$ cat src/rtl/spi_state_tx_if.sv
// rtl/spi_state_tx_if.sv - load handshake, SPI pins and status bundle for spi_state_tx
interface spi_state_tx_if #(
    parameter int DATA_W = 8
);
    logic [DATA_W-1:0] i_Data;
    logic              i_Valid;
    logic              o_Ready;
    logic              i_SCK;
    logic              i_CS_n;
    logic              o_MISO;
    logic              o_MISO_En;
    logic              o_Done;
    logic              o_Underrun;
    logic              o_Abort;
    logic              o_Busy;

    modport master (
        output i_Data, i_Valid, i_SCK, i_CS_n,
        input  o_Ready, o_MISO, o_MISO_En, o_Done, o_Underrun, o_Abort, o_Busy
    );

    modport slave (
        input  i_Data, i_Valid, i_SCK, i_CS_n,
        output o_Ready, o_MISO, o_MISO_En, o_Done, o_Underrun, o_Abort, o_Busy
    );
endinterface

$ cat src/rtl/spi_state_tx.sv
// rtl/spi_state_tx.sv - SPI mode-0 slave transmitter with one-deep holding register
module spi_state_tx #(
    parameter int DATA_W      = 8,
    parameter int SYNC_STAGES = 2
) (
    input  logic          i_Clk,
    input  logic          i_Rst,
    spi_state_tx_if.slave bus
);
    localparam int CNT_W = (DATA_W > 1) ? $clog2(DATA_W) : 1;
    localparam logic [CNT_W-1:0] LAST_BIT = CNT_W'(DATA_W - 1);

    typedef enum logic { IDLE, SHIFT } state_t;

    state_t                 state;
    logic [SYNC_STAGES-1:0] sck_sync;
    logic [SYNC_STAGES-1:0] cs_sync;
    logic                   sck_hist;
    logic                   cs_hist;
    logic [DATA_W-1:0]      hold_data;
    logic                   hold_full;
    logic [DATA_W-1:0]      shift;
    logic [CNT_W-1:0]       cnt;
    logic                   frame_seen;
    logic                   uflow_pend;
    logic                   done_p;
    logic                   underrun_p;
    logic                   abort_p;

    logic sck_s, cs_s;
    logic sck_rise, sck_fall, cs_fall, cs_rise;

    assign sck_s    = sck_sync[SYNC_STAGES-1];
    assign cs_s     = cs_sync[SYNC_STAGES-1];
    assign sck_rise = sck_s & ~sck_hist;
    assign sck_fall = ~sck_s & sck_hist;
    assign cs_fall  = ~cs_s & cs_hist;
    assign cs_rise  = cs_s & ~cs_hist;

    always_ff @(posedge i_Clk) begin
        if (!i_Rst) begin
            sck_sync <= '0;
            cs_sync  <= '1;
            sck_hist <= 1'b0;
            cs_hist  <= 1'b1;
        end else begin
            sck_sync[0] <= bus.i_SCK;
            cs_sync[0]  <= bus.i_CS_n;
            for (int i = 1; i < SYNC_STAGES; i++) begin
                sck_sync[i] <= sck_sync[i-1];
                cs_sync[i]  <= cs_sync[i-1];
            end
            sck_hist <= sck_s;
            cs_hist  <= cs_s;
        end
    end

    always_ff @(posedge i_Clk) begin
        if (!i_Rst) begin
            state      <= IDLE;
            hold_data  <= '0;
            hold_full  <= 1'b0;
            shift      <= '0;
            cnt        <= '0;
            frame_seen <= 1'b0;
            uflow_pend <= 1'b0;
            done_p     <= 1'b0;
            underrun_p <= 1'b0;
            abort_p    <= 1'b0;
        end else begin
            done_p     <= 1'b0;
            underrun_p <= 1'b0;
            abort_p    <= 1'b0;

            // A write lands only while empty; a load only drains while full, so the
            // two never act on the register in the same cycle (no bypass).
            if (bus.i_Valid && !hold_full) begin
                hold_data <= bus.i_Data;
                hold_full <= 1'b1;
            end

            case (state)
                IDLE: begin
                    if (cs_fall) begin
                        state      <= SHIFT;
                        cnt        <= '0;
                        frame_seen <= 1'b0;
                        uflow_pend <= 1'b0;
                        if (hold_full) begin
                            shift     <= hold_data;
                            hold_full <= 1'b0;
                        end else begin
                            shift      <= '0;
                            underrun_p <= 1'b1;
                        end
                    end
                end
                SHIFT: begin
                    if (cs_rise) begin
                        state      <= IDLE;
                        shift      <= '0;
                        cnt        <= '0;
                        uflow_pend <= 1'b0;
                        if (cnt != '0)
                            abort_p <= 1'b1;
                    end else begin
                        if (sck_rise) begin
                            if (cnt == LAST_BIT) begin
                                cnt        <= '0;
                                frame_seen <= 1'b1;
                                done_p     <= 1'b1;
                            end else begin
                                cnt <= cnt + 1'b1;
                            end
                            // An empty back-to-back reload only counts as an underrun
                            // once the master actually clocks into the new frame.
                            if (uflow_pend) begin
                                underrun_p <= 1'b1;
                                uflow_pend <= 1'b0;
                            end
                        end
                        if (sck_fall) begin
                            if (cnt == '0 && frame_seen) begin
                                if (hold_full) begin
                                    shift     <= hold_data;
                                    hold_full <= 1'b0;
                                end else begin
                                    shift      <= '0;
                                    uflow_pend <= 1'b1;
                                end
                            end else begin
                                shift <= shift << 1;
                            end
                        end
                    end
                end
                default: state <= IDLE;
            endcase
        end
    end

    assign bus.o_Ready    = ~hold_full;
    assign bus.o_Busy     = (state == SHIFT);
    assign bus.o_MISO_En  = (state == SHIFT);
    assign bus.o_MISO     = (state == SHIFT) & shift[DATA_W-1];
    assign bus.o_Done     = done_p;
    assign bus.o_Underrun = underrun_p;
    assign bus.o_Abort    = abort_p;
endmodule

$ cat src/flat_wrapper.sv
// flat-port wrapper written by rule: the top's interface ports become plain ports
module spi_state_tx_flat 
#(
    parameter int DATA_W      = 8,
    parameter int SYNC_STAGES = 2
)
  (i_Clk, i_Rst, bus_i_Data, bus_i_Valid, bus_i_SCK, bus_i_CS_n, bus_o_Ready, bus_o_MISO, bus_o_MISO_En, bus_o_Done, bus_o_Underrun, bus_o_Abort, bus_o_Busy);
  spi_state_tx_if #(.DATA_W(DATA_W)) bus_i ();
  input  logic i_Clk;
  input  logic i_Rst;
  input wire logic [$bits(bus_i.i_Data)-1:0] bus_i_Data;
  input wire logic [$bits(bus_i.i_Valid)-1:0] bus_i_Valid;
  input wire logic [$bits(bus_i.i_SCK)-1:0] bus_i_SCK;
  input wire logic [$bits(bus_i.i_CS_n)-1:0] bus_i_CS_n;
  output wire logic [$bits(bus_i.o_Ready)-1:0] bus_o_Ready;
  output wire logic [$bits(bus_i.o_MISO)-1:0] bus_o_MISO;
  output wire logic [$bits(bus_i.o_MISO_En)-1:0] bus_o_MISO_En;
  output wire logic [$bits(bus_i.o_Done)-1:0] bus_o_Done;
  output wire logic [$bits(bus_i.o_Underrun)-1:0] bus_o_Underrun;
  output wire logic [$bits(bus_i.o_Abort)-1:0] bus_o_Abort;
  output wire logic [$bits(bus_i.o_Busy)-1:0] bus_o_Busy;
  assign bus_i.i_Data = bus_i_Data;
  assign bus_i.i_Valid = bus_i_Valid;
  assign bus_i.i_SCK = bus_i_SCK;
  assign bus_i.i_CS_n = bus_i_CS_n;
  assign bus_o_Ready = bus_i.o_Ready;
  assign bus_o_MISO = bus_i.o_MISO;
  assign bus_o_MISO_En = bus_i.o_MISO_En;
  assign bus_o_Done = bus_i.o_Done;
  assign bus_o_Underrun = bus_i.o_Underrun;
  assign bus_o_Abort = bus_i.o_Abort;
  assign bus_o_Busy = bus_i.o_Busy;
  spi_state_tx #(.DATA_W(DATA_W), .SYNC_STAGES(SYNC_STAGES)) u_core (.i_Clk(i_Clk), .i_Rst(i_Rst), .bus(bus_i));
endmodule
$ cat config.mk
export PLATFORM = sky130hd
export DESIGN_NAME = spi_state_tx_flat
export DESIGN_NICKNAME = d
export VERILOG_FILES = /design/src/rtl/spi_state_tx_if.sv /design/src/rtl/spi_state_tx.sv /design/src/flat_wrapper.sv
export SDC_FILE = /design/constraint.sdc
export NUM_CORES = 1
export LEC_CHECK = 0
export BUFFER_PORTS_ARGS = -buffer_cell sky130_fd_sc_hd__buf_4
export CAP_MARGIN = 20
export CORE_MARGIN = 4
export CORE_UTILIZATION = 54
export DETAILED_ROUTE_END_ITERATION = 10
export PLACE_DENSITY = 0.83
export RECOVER_POWER = 50
export SLEW_MARGIN = 15
export SYNTH_ARGS = -nofsm -noshare
export SYNTH_HDL_FRONTEND = slang
export SYNTH_SLANG_ARGS = --single-unit
export TNS_END_PERCENT = 1
$ cat constraint.sdc
create_clock -name i_Clk -period 1.8 [get_ports i_Clk]
set_input_delay 0 -clock i_Clk [delete_from_list [all_inputs] [get_ports i_Clk]]
set_output_delay 0 -clock i_Clk [all_outputs]
set_load 0.005 [all_outputs]
==> out/qor.yml <==
grt_overflow: 0
post_drt_wl_per_cell_um: 13.1
place_ws_ns: 0.215
critical-path-top-delay-family: "compound AO/OA/AOI/OAI gates"
area_growth_pct: 24.6
relSlewSlack_pct: 57.0
ir_drop_uv: 622
antenna_found_initial: 0
start_util_pct: 58.0
postCtsSetupBuffers: 0
cp_cell_sequence: "nor2b_1 > o21ai_2 > a2111o_1 > a21oi_1"
cts_resized: 0
path_buf_inv: 0
vias: 1150
die_area_sq_um: 3300
tns_ns: 0
clk_pin_slew_ns: 0.09
port_buffers: 19
grt_pass1_wl_mm: 4.66
design.core.area_sq_um: 2280
cp-endpoint: "u_core.cnt[1]"
cp_max_fo: 6
netlist_instances: 146
synth.cell_area_sq_um: 1320
crit_path_max_incr_delay_ns: 0.43
skew_ns: 0.00501
post-route-drc-count: 0
htreeDepth: 2
hp-class: "input port to flop"
clk_latency_ns: 0.32
finalMaxSlewViolations: 0
final_util_pct: 72.2
cts.sinks: 32
synthTopCellsByArea: "dfxtp_1, a21oi_1, nand2_1, o31ai_1, a22oi_1"
first_global_vias: 1105
cp.depth: 4
powerDensity_nw_per_um2: 799
power.leakage_nw: 0.642
maxCapViolCount: 0
clk_path_buf_depth: 2
end_kind: "flop"
cts_made_buffers: 5
cts_hold_buf: 12
final-setup-viol-count: 0
gp_congestion: 0.841
finalCriticalPeriod_ns: 1.59
hold_ws_ns: 0.139
final_hold_viol_count: 0
ff2ff_path_depth: 4
synth_top_area_share_pct: 48.5
first_iter_violations: 46
startpoint_type: "flop"
yosysWarningCount: 0
tightest_slew_ns: 0.642
yosysTopAreaCell: "dfxtp_1"
hpwlAfterDp_mm: 1.95
finalCritPeriodShare_pct: 88.2
antenna_left: 0
n_fill_cell: 172
antenna_cells: 0
via_per_inst: 5.58
die_w_um: 57.4
final_nets: 193
totalWireLength_mm: 2.71
cp_slowest_cell: "a2111o_1"
setup.worst_path.start: "u_core.cs_sync[1]"
min_from: "bus_i_Valid"
status: "finished clean"
grt_setup_unrepaired: "false"
setup_slack_ns: 0.213
rr_endpoint: "u_core.cnt[1]"
reg2reg_from: "u_core.cs_sync[1]"
cp_data_required_time_ns: 2.05
io-pin-count: 20
arrival_ns: 1.84
reg2reg_slack_ns: 0.21
ys_ff_latch: 32
syn_nets: 162
avgSynthCellArea_sq_um: 9.04
first_pass_iters: 4
yosysUniqueCellTypes: 34
track_usage_pct: 18.2
cts_root_buf: "clkbuf_4"
fmax_mhz: 630
fp-row-count: 17
worstSetupPathType: "flop to flop"
grt_max_degree: 19
synth.yosys.seq_area_share_pct: 48.5
cts_tree: "done"
final_layout_size_suffix_gt1_share_pct: 17.4
die_h_um: 57.4
cells in the mapped netlist:
cell type,instances
nand4_1,1
or4_1,1
a31oi_1,1
ha_1,3
or2_0,1
nor2_1,3
nand2_1,21
dfxtp_1,32
buf_4,1
o311ai_0,1
a21boi_2,1
nand2b_2,1
a22oi_1,6
clkbuf_1,3
o211ai_1,1
buf_1,1
a2111o_1,2
inv_1,5
a32oi_1,1
a21oi_1,23
nand3_1,6
nor2b_1,2
nor2b_2,1
or2_1,1
and2_1,5
o31ai_4,1
buf_2,3
o21ai_2,1
clkinv_1,1
nand3b_1,2
nand2b_1,5
o31ai_1,7
nand2b_4,1
and3_1,1
layer usage:
metal / share of wire (%) / wire [um] / global-route usage, %
met5: 0 / 0 / 0
met2: 51 / 1390 / 30.5
met3: 5.5 / 150 / 6.79
met1: 41 / 1120 / 20.5
met4: 1.6 / 44 / 8.28
layout by cell type (no fill, tap or decap):
cell | netlist | routed
nor2b_1 | 2 | 3
dlygate4sd3_1 | 0 | 12
clkbuf_8 | 0 | 1
clkinv_1 | 1 | 1
clkbuf_1 | 3 | 2
or4_1 | 1 | 1
nand2b_4 | 1 | 1
and2_1 | 5 | 4
nand3b_1 | 2 | 2
nor2_1 | 3 | 3
a2111o_1 | 2 | 2
o31ai_1 | 7 | 7
and2_0 | 0 | 1
inv_1 | 5 | 5
or2_1 | 1 | 1
o211ai_1 | 1 | 1
o31ai_4 | 1 | 1
buf_4 | 1 | 14
nand4_1 | 1 | 1
dfxtp_1 | 32 | 32
a21oi_1 | 23 | 23
clkbuf_4 | 0 | 11
o311ai_0 | 1 | 1
nand2b_2 | 1 | 1
nand2_1 | 21 | 21
a32oi_1 | 1 | 1
a21boi_2 | 1 | 1
nand2b_1 | 5 | 5
a31oi_1 | 1 | 1
o21ai_2 | 1 | 1
a22oi_1 | 6 | 6
ha_1 | 3 | 3
nand3_1 | 6 | 6
and3_1 | 1 | 1
or2_0 | 1 | 1
cells by family (layout without fill, tap and decap cells):
| logic type | Yosys count | count (layout) | synth area share [%] |
|---|---|---|---|
| AND/OR/NAND/NOR | 52 | 52 | 20.8 |
| buffers and inverters | 14 | 46 | 4.55 |
| flip-flops | 32 | 32 | 48.5 |
| AO/OA/AOI/OAI | 45 | 45 | 23.3 |
| adder cells (fa/ha/maj) | 3 | 3 | 2.84 |
layout make-up:
type / count / area [sq um] / area share [%]
inverter: 6 / 22.5 / 1.37
multi-input combinational: 100 / 617 / 37.5
tap: 28 / 35.0 / 2.13
sequential: 32 / 641 / 39.0
timing repair buffer: 32 / 270 / 16.4
clock buffer: 8 / 58.8 / 3.58
where the power goes:
group	leakage [nW]	switching (mW)	total, mW	internal, mW
sequential	0.261	0.0200	0.757	0.737
combinational	0.348	0.0708	0.142	0.0711
clock	0.0326	0.223	0.415	0.193
total	0.642	0.313	1.31	1.00
worst min path at each step:
stage	end	slack (ns)	depth (start not counted)
2_1_floorplan	u_core.cs_sync[1]	0.07	1
3_3_place_gp	u_core.cs_sync[0]	0.19	2
3_5_place_dp	u_core.cs_sync[0]	0.19	2
4_1_cts	u_core.hold_full	0.12	3
5_1_grt	u_core.hold_full	0.19	3
6_report	u_core.hold_full	0.14	3
stage by stage:
stage	area, sq um	instances	total power [mW]
CTS	1650	206	1.33
global route	1640	206	1.38
detailed placement	1470	186	0.896
floorplan	1320	146	0.849
finish	1640	206	1.31
global placement	1470	186	0.890
worst reg2reg max path, cell delays in order, from the launching register on:
cell	delay, ns
dfxtp_1	0.39
nor2b_1	0.38
o21ai_2	0.18
a2111o_1	0.43
a21oi_1	0.13
state kept, by name, indices dropped and copies added (netlist names):
name / cells
u_core.uflow_pend: 1
u_core.shift: 8
u_core.bus.o_Busy: 1
u_core.bus.o_Abort: 1
u_core.hold_data: 8
u_core.sck_hist: 1
u_core.sck_sync: 2
u_core.cs_hist: 1
u_core.hold_full: 1
u_core.bus.o_Done: 1
u_core.frame_seen: 1
u_core.cnt: 3
u_core.cs_sync: 2
u_core.bus.o_Underrun: 1
No activity file was read; power rests on OpenSTA's default activity.
